**src/rtl/dmem_arbiter.sv**
```systemverilog
// Data-memory arbiter: shares one single-port data memory between the core and a host loader.
// The core wins by default; the host gets starvation relief and can hold the memory for a bounded locked burst.
//
// state  | meaning
// -------+--------------------------------------------------------------
// CORE   | no locked burst active; core wins unless the host is starved or the core is idle
// HOST   | host holds a locked burst; it keeps the grant until it drops the lock or lock_cnt reaches the cap
module dmem_arbiter (
    input  logic       Clk,
    input  logic       Reset,
    input  logic       CoreReq,
    input  logic       CoreWe,
    input  logic [7:0] CoreAddr,
    input  logic [7:0] CoreWData,
    output logic       CoreStall,
    output logic [7:0] CoreRData,
    input  logic       HostReq,
    input  logic       HostWe,
    input  logic       HostLock,
    input  logic [7:0] HostAddr,
    input  logic [7:0] HostWData,
    output logic       HostGnt,
    output logic       HostRValid,
    output logic [7:0] HostRData,
    output logic       MemWriteEn,
    output logic [7:0] MemAddr,
    output logic [7:0] MemWData,
    input  logic [7:0] MemRData
);

    typedef enum logic {
        ST_CORE = 1'b0,
        ST_HOST = 1'b1
    } state_t;

    localparam logic [1:0] WAIT_MAX = 2'd3;
    localparam logic [3:0] LOCK_MAX = 4'd8;

    state_t     state;
    logic [1:0] wait_cnt;
    logic [3:0] lock_cnt;
    logic       host_gnt;
    logic       core_gnt;
    logic       host_rd;

    always_comb begin
        host_gnt = HostReq && (!CoreReq || (wait_cnt == WAIT_MAX) ||
                   ((state == ST_HOST) && HostLock && (lock_cnt < LOCK_MAX)));
        core_gnt = CoreReq && !host_gnt;
        host_rd  = host_gnt && !HostWe;
    end

    always_comb begin
        MemWriteEn = 1'b0;
        MemAddr    = 8'h00;
        MemWData   = 8'h00;
        if (host_gnt) begin
            MemWriteEn = HostWe;
            MemAddr    = HostAddr;
            MemWData   = HostWData;
        end else if (core_gnt) begin
            MemWriteEn = CoreWe;
            MemAddr    = CoreAddr;
            MemWData   = CoreWData;
        end
    end

    assign CoreStall = CoreReq && host_gnt;
    assign HostGnt   = host_gnt;
    assign CoreRData = MemRData;

    always_ff @(posedge Clk) begin
        if (Reset) begin
            state      <= ST_CORE;
            wait_cnt   <= 2'd0;
            lock_cnt   <= 4'd0;
            HostRValid <= 1'b0;
            HostRData  <= 8'h00;
        end else begin
            // Starvation counter only runs while the host is actually being refused.
            if (HostReq && !host_gnt) begin
                wait_cnt <= (wait_cnt == WAIT_MAX) ? WAIT_MAX : wait_cnt + 2'd1;
            end else begin
                wait_cnt <= 2'd0;
            end

            // The grant that opens a burst counts as its first beat.
            case (state)
                ST_CORE: begin
                    if (host_gnt && HostLock) begin
                        state    <= ST_HOST;
                        lock_cnt <= 4'd1;
                    end else begin
                        lock_cnt <= 4'd0;
                    end
                end
                ST_HOST: begin
                    if (host_gnt && HostLock) begin
                        lock_cnt <= (lock_cnt == LOCK_MAX) ? LOCK_MAX : lock_cnt + 4'd1;
                    end else begin
                        state    <= ST_CORE;
                        lock_cnt <= 4'd0;
                    end
                end
                default: begin
                    state    <= ST_CORE;
                    lock_cnt <= 4'd0;
                end
            endcase

            HostRValid <= host_rd;
            if (host_rd) begin
                HostRData <= MemRData;
            end
        end
    end

endmodule

```
**config.mk**
```make
export PLATFORM = sky130hd
export DESIGN_NAME = dmem_arbiter
export DESIGN_NICKNAME = d
export VERILOG_FILES = /design/src/rtl/dmem_arbiter.sv
export SDC_FILE = /design/constraint.sdc
export NUM_CORES = 1
export LEC_CHECK = 0
export ABC_AREA = 1
export CORE_ASPECT_RATIO = 0.6
export CORE_MARGIN = 3
export CORE_UTILIZATION = 30
export DETAILED_ROUTE_END_ITERATION = 16
export GPL_TIMING_DRIVEN = 0
export PLACE_DENSITY = 0.73
export SLEW_MARGIN = 30
export SYNTH_ARGS = -nofsm -noshare
export SYNTH_HDL_FRONTEND = slang
export SYNTH_SLANG_ARGS = --single-unit
```
**constraint.sdc**
```tcl
create_clock -name Clk -period 2.53 [get_ports Clk]
set_input_delay 0.759 -clock Clk [delete_from_list [all_inputs] [get_ports Clk]]
set_output_delay 0.759 -clock Clk [all_outputs]
set_load 0.01 [all_outputs]
```
======== Yosys cells after proc, flatten, opt, wreduce, memory -nomap -nowiden ========
Cells that the tools add are included.
word-level totals
  bits in registers ....................... 16
  output and inout bits ................... 36
  word-level logic and storage cells ...... 38
operators by class
  $add $sub $neg .......................... 2
  $lt $le $gt $ge ......................... 1
  eq/ne operators ......................... 2
  mux-type cells .......................... 12
  bitwise operators ....................... 2
  reductions and logical operators ........ 14
operator list
  operator               number
  $mux W8                4
  $logic_and A1 B1 Y1    8
  $mux W4                2
  $pmux W4 S2            1
  $add A4 B1 Y4 const B  1
  $eq A4 B4 Y1 const B   1
  $lt A4 B4 Y1 const B   1
  $mux W1                4
  $logic_not A1 Y1       3
  $add A2 B1 Y2 const B  1
  $eq A2 B2 Y1 const B   1
  $logic_or A1 B1 Y1     2
  $mux W2                1
  $not A1 Y1             2
  $reduce_or A2 Y1       1

======== Longest topological paths before layout ========
  depth in word-level cells ............... 8
  depth in mapped cells ................... 9

======== Worst setup path before layout ========
OpenSTA, ideal clock, no wires.
  path type ............................... input -> output
  start point ............................. input CoreReq
  end point ............................... output MemAddr[0]
  arrival time ............................ 1.538 ns
  required time ........................... 1.771 ns
  path slack .............................. 0.233 ns
  stages on the path ...................... 9
  path buffers ............................ 2
  cell sequence ........................... buf_6 > inv_2 > a21oi_4 > nand2_2 > nand2_4 > inv_4 > buf_6 > nand2_1 > nand2_1
on the way
  longest elaborated chain between the ends .. 8
ends and longest elaborated chain
  element                             RTL line  RTL
  start: declaration                  11        input logic CoreReq,
  $logic_not A1 Y1 *                  47        host_gnt = HostReq && (!CoreReq || (wait_cnt == WAIT_MAX) ||
  $logic_or A1 B1 Y1 * (2 in series)  47
  $logic_and A1 B1 Y1 *               47
  via HostGnt                         22        output logic HostGnt,
  $logic_not A1 Y1                    49        core_gnt = CoreReq && !host_gnt;
  $logic_and A1 B1 Y1                 49
  $mux W8                             61        end else if (core_gnt) begin
  $mux W8 *                           57        if (host_gnt) begin
  end: declaration                    26        output logic [7:0] MemAddr,
Mark *: on every way through the listed nets, which the timed path passes. The rest lies on a longest branch.

======== Worst setup path in the final report ========
  start point ............................. input CoreReq
  end point ............................... output MemAddr[6]
on the way
  longest elaborated chain between the ends .. 8
ends and longest elaborated chain
  element                           RTL line
  $logic_not A1 Y1                  47
  $logic_or A1 B1 Y1 (2 in series)  47
  $logic_and A1 B1 Y1               47
  $logic_not A1 Y1                  49
  $logic_and A1 B1 Y1               49
  $mux W8                           61
  $mux W8 *                         57
Mark *: on every way between the ends. The rest lies on a longest branch, timed or not.

==> metrics.txt <==
vias per cell 4.24; Area contributors post-synth dfxtp_1 (29%), nand2_1 (18%), inv_1 (11%), nand3_1 (8.6%), nand4_1 (5.7%); Clock Sink Count 16; peak supply drop 0.234 mV; Hold Crit Start lock_cnt[3]$_SDFF_PP0_; Post-DRT Antenna Nets 0; commonest non-fill, non-tap cell in the layout clkdlybuf4s50_1; Seq cells post-synth 16; DR WL met2 1.54 mm; Seq/Total Area, Yosys 29.0%; PD cells 362 nW/um2; hold buffer count at cts 0; cell count after synthesis 176; Placer Congestion 0.788; pin count of the biggest net entering global routing 11; global-route wire length before repair 5.87 mm; CP Launch Type input port; synthesized area 1100 um2; Worst R2R End lock_cnt[2]$_SDFF_PP0_; CP Max Fanout 5; crit-path cells buf_12, inv_2, a21oi_4, nand2_2, nand2_4, inv_6, bufbuf_16, nand2_1, nand2_1, buf_2; hold path depth 2; status finished clean; syn avg cell area 6.27 um2; WP buf/inv 5; HPWL after DPL 2.73 mm; n_diodes 0; Tot GR Track Use 16.5%; clock-pin slew on the worst setup and hold paths 0.06 ns; leakage power 1.06 nW; CTS Buf Count 3; Die Y 53.0 um; Layout area overhead 92.2%; CP delay by family, top buffers and inverters; setup violators final 0; Worst Setup Path Type in2out; CTS tree yes; Placement Rows 16; grt total ovfl 0; relative max-transition margin 71.2%; initial core utilization 32.6%; Critical Path Sink Type output pin; post-place setup slack -0.744 ns; IO buf count 81; core area 3380 um2; most used cell, CP nand2_1; Yosys top cell by area dfxtp_1; Die W 84.3 um; H-tree depth 1; Top Metal Used met4; Max Transition Viols Final 0; Nets 324; Synth warnings 0; PnR worst setup slack 0.0415 ns; post-synth top area share 29.0%; most frequent cells in the layout clkdlybuf4s50_1 (52), nand2_1 (50), inv_1 (32); number of DRC markers in iteration 0 68; DP Area 1970 um2; Synth cell types 22; Final Cycle Share 98.4%; Syn Nets 225; placed cell count 302; Reg-to-Reg Start wait_cnt[0]$_SDFF_PP0_; Clock Latency Late Sink 0.25 ns; Max Cap Violations 0; Root Buffer clkbuf_8; FMAX 0.402 GHz; post-route cell area 2120 um2; Hold Path End lock_cnt[3]$_SDFF_PP0_; WL/cell 11.4 um; # DRC 0; WL met1 1.83 mm; Min Hold Slack 0.468 ns; total number of vias 1354; Clock Path Buffers 2; Setup Skew 0.00281 ns; Met3 Wirelength 257 um; drt total wl 3.64 mm; Non-Filler Instances 319; reg2reg setup slack 1.13 ns; router iterations before antenna repair 4; crit path time final 2.49 ns; number of global-route vias before repair 1234; CP max stage cell bufbuf_16; Crit path required time 1.77 ns; Hold Violations, Final 0; Boundary Pins 83; die area 4470 um2; initial antenna violation count 0; critical path's largest stage delay 0.26 ns; HP Class reg2reg; setup TNS 0 ns; worst-margin pin slew 0.432 ns; Worst EP arrival 1.73 ns; depth of the most critical reg-to-reg path 9; share of layout cells above drive strength 1 20.4%
==> power breakdown <==
group | switching [mW] | total [mW] | internal [mW]
Sequential | 0.00550 | 0.267 | 0.261
Clock | 0.0892 | 0.227 | 0.138
Combinational | 0.112 | 0.273 | 0.162
==> area by class of cell <==
class	count	area (um2)
Buffer	13	118
Clock buffer	4	55.1
Fill cell	304	1260
Inverter	36	145
Multi-Input combinational cell	110	544
Sequential cell	16	320
Tap cell	45	56.3
Timing Repair Buffer	95	882
==> sequential cells by signal, indices dropped and copies added, names as in the netlist <==
register and cells:
HostRData 8, HostRValid 1, lock_cnt 4, state 1, wait_cnt 2
==> per-layer routing <==
metal	global-route usage [%]	vias to the layer above
li1	-	728
met1	23.0	586
met2	24.6	38
met3	5.91	2
met4	3.21	0
met5	0	-
==> through the flow <==
step	utilization, %	total power, mW
5_1_grt	62.7	0.814
2_1_floorplan	-	0.379
3_3_place_gp	58.2	0.537
6_report	62.7	0.768
3_5_place_dp	58.2	0.539
4_1_cts	62.2	0.772
==> cell families (layout without fill, tap and decap cells) <==
kind of cell | after synthesis | after routing | share of synthesized area [%]
simple gates | 103 | 103 | 42.1
fa+ha+maj | 2 | 2 | 2.27
compound gates | 4 | 4 | 3.06
buf+inv | 50 | 148 | 22.8
flops | 16 | 16 | 29.0
xor+xnor | 1 | 1 | 0.794
==> worst reg2reg max path: cells and delay by family (launching register included) <==
family | cells | cell delay (ns)
buffers and inverters | 4 | 0.46
and+or+nand+nor | 4 | 0.30
DFF | 1 | 0.35
AOI/OAI and AO/OA | 1 | 0.17
==> worst max path at each step <==
| stage | start | end | slack (ns) | cells past startpoint |
|---|---|---|---|---|
| floorplan | CoreReq | MemAddr[0] | 0.23 | 9 |
| global placement | HostLock | MemAddr[4] | -0.74 | 9 |
| detailed placement | HostLock | MemAddr[5] | -0.74 | 9 |
| CTS | HostLock | HostGnt | 0.005 | 7 |
| global route | CoreReq | MemAddr[5] | -0.002 | 10 |
| finish | CoreReq | MemAddr[6] | 0.04 | 10 |
==> Yosys cell counts (all sizes together) <==
cell type / n
a211oi: 1
a21oi: 3
and3: 1
buf: 13
clkbuf: 1
clkinv: 2
dfxtp: 16
ha: 2
inv: 34
nand2: 56
nand3: 20
nand4: 10
nor2: 16
xnor2: 1
==> timing repair <==
item	4_1_cts	5_1_grt
gates cloned	1	0
resized for setup	76	11
pin swaps	3	3
setup buffers	11	2
setup endpoints to repair	27	19
Note: power is estimated with default switching activity, not from simulation.
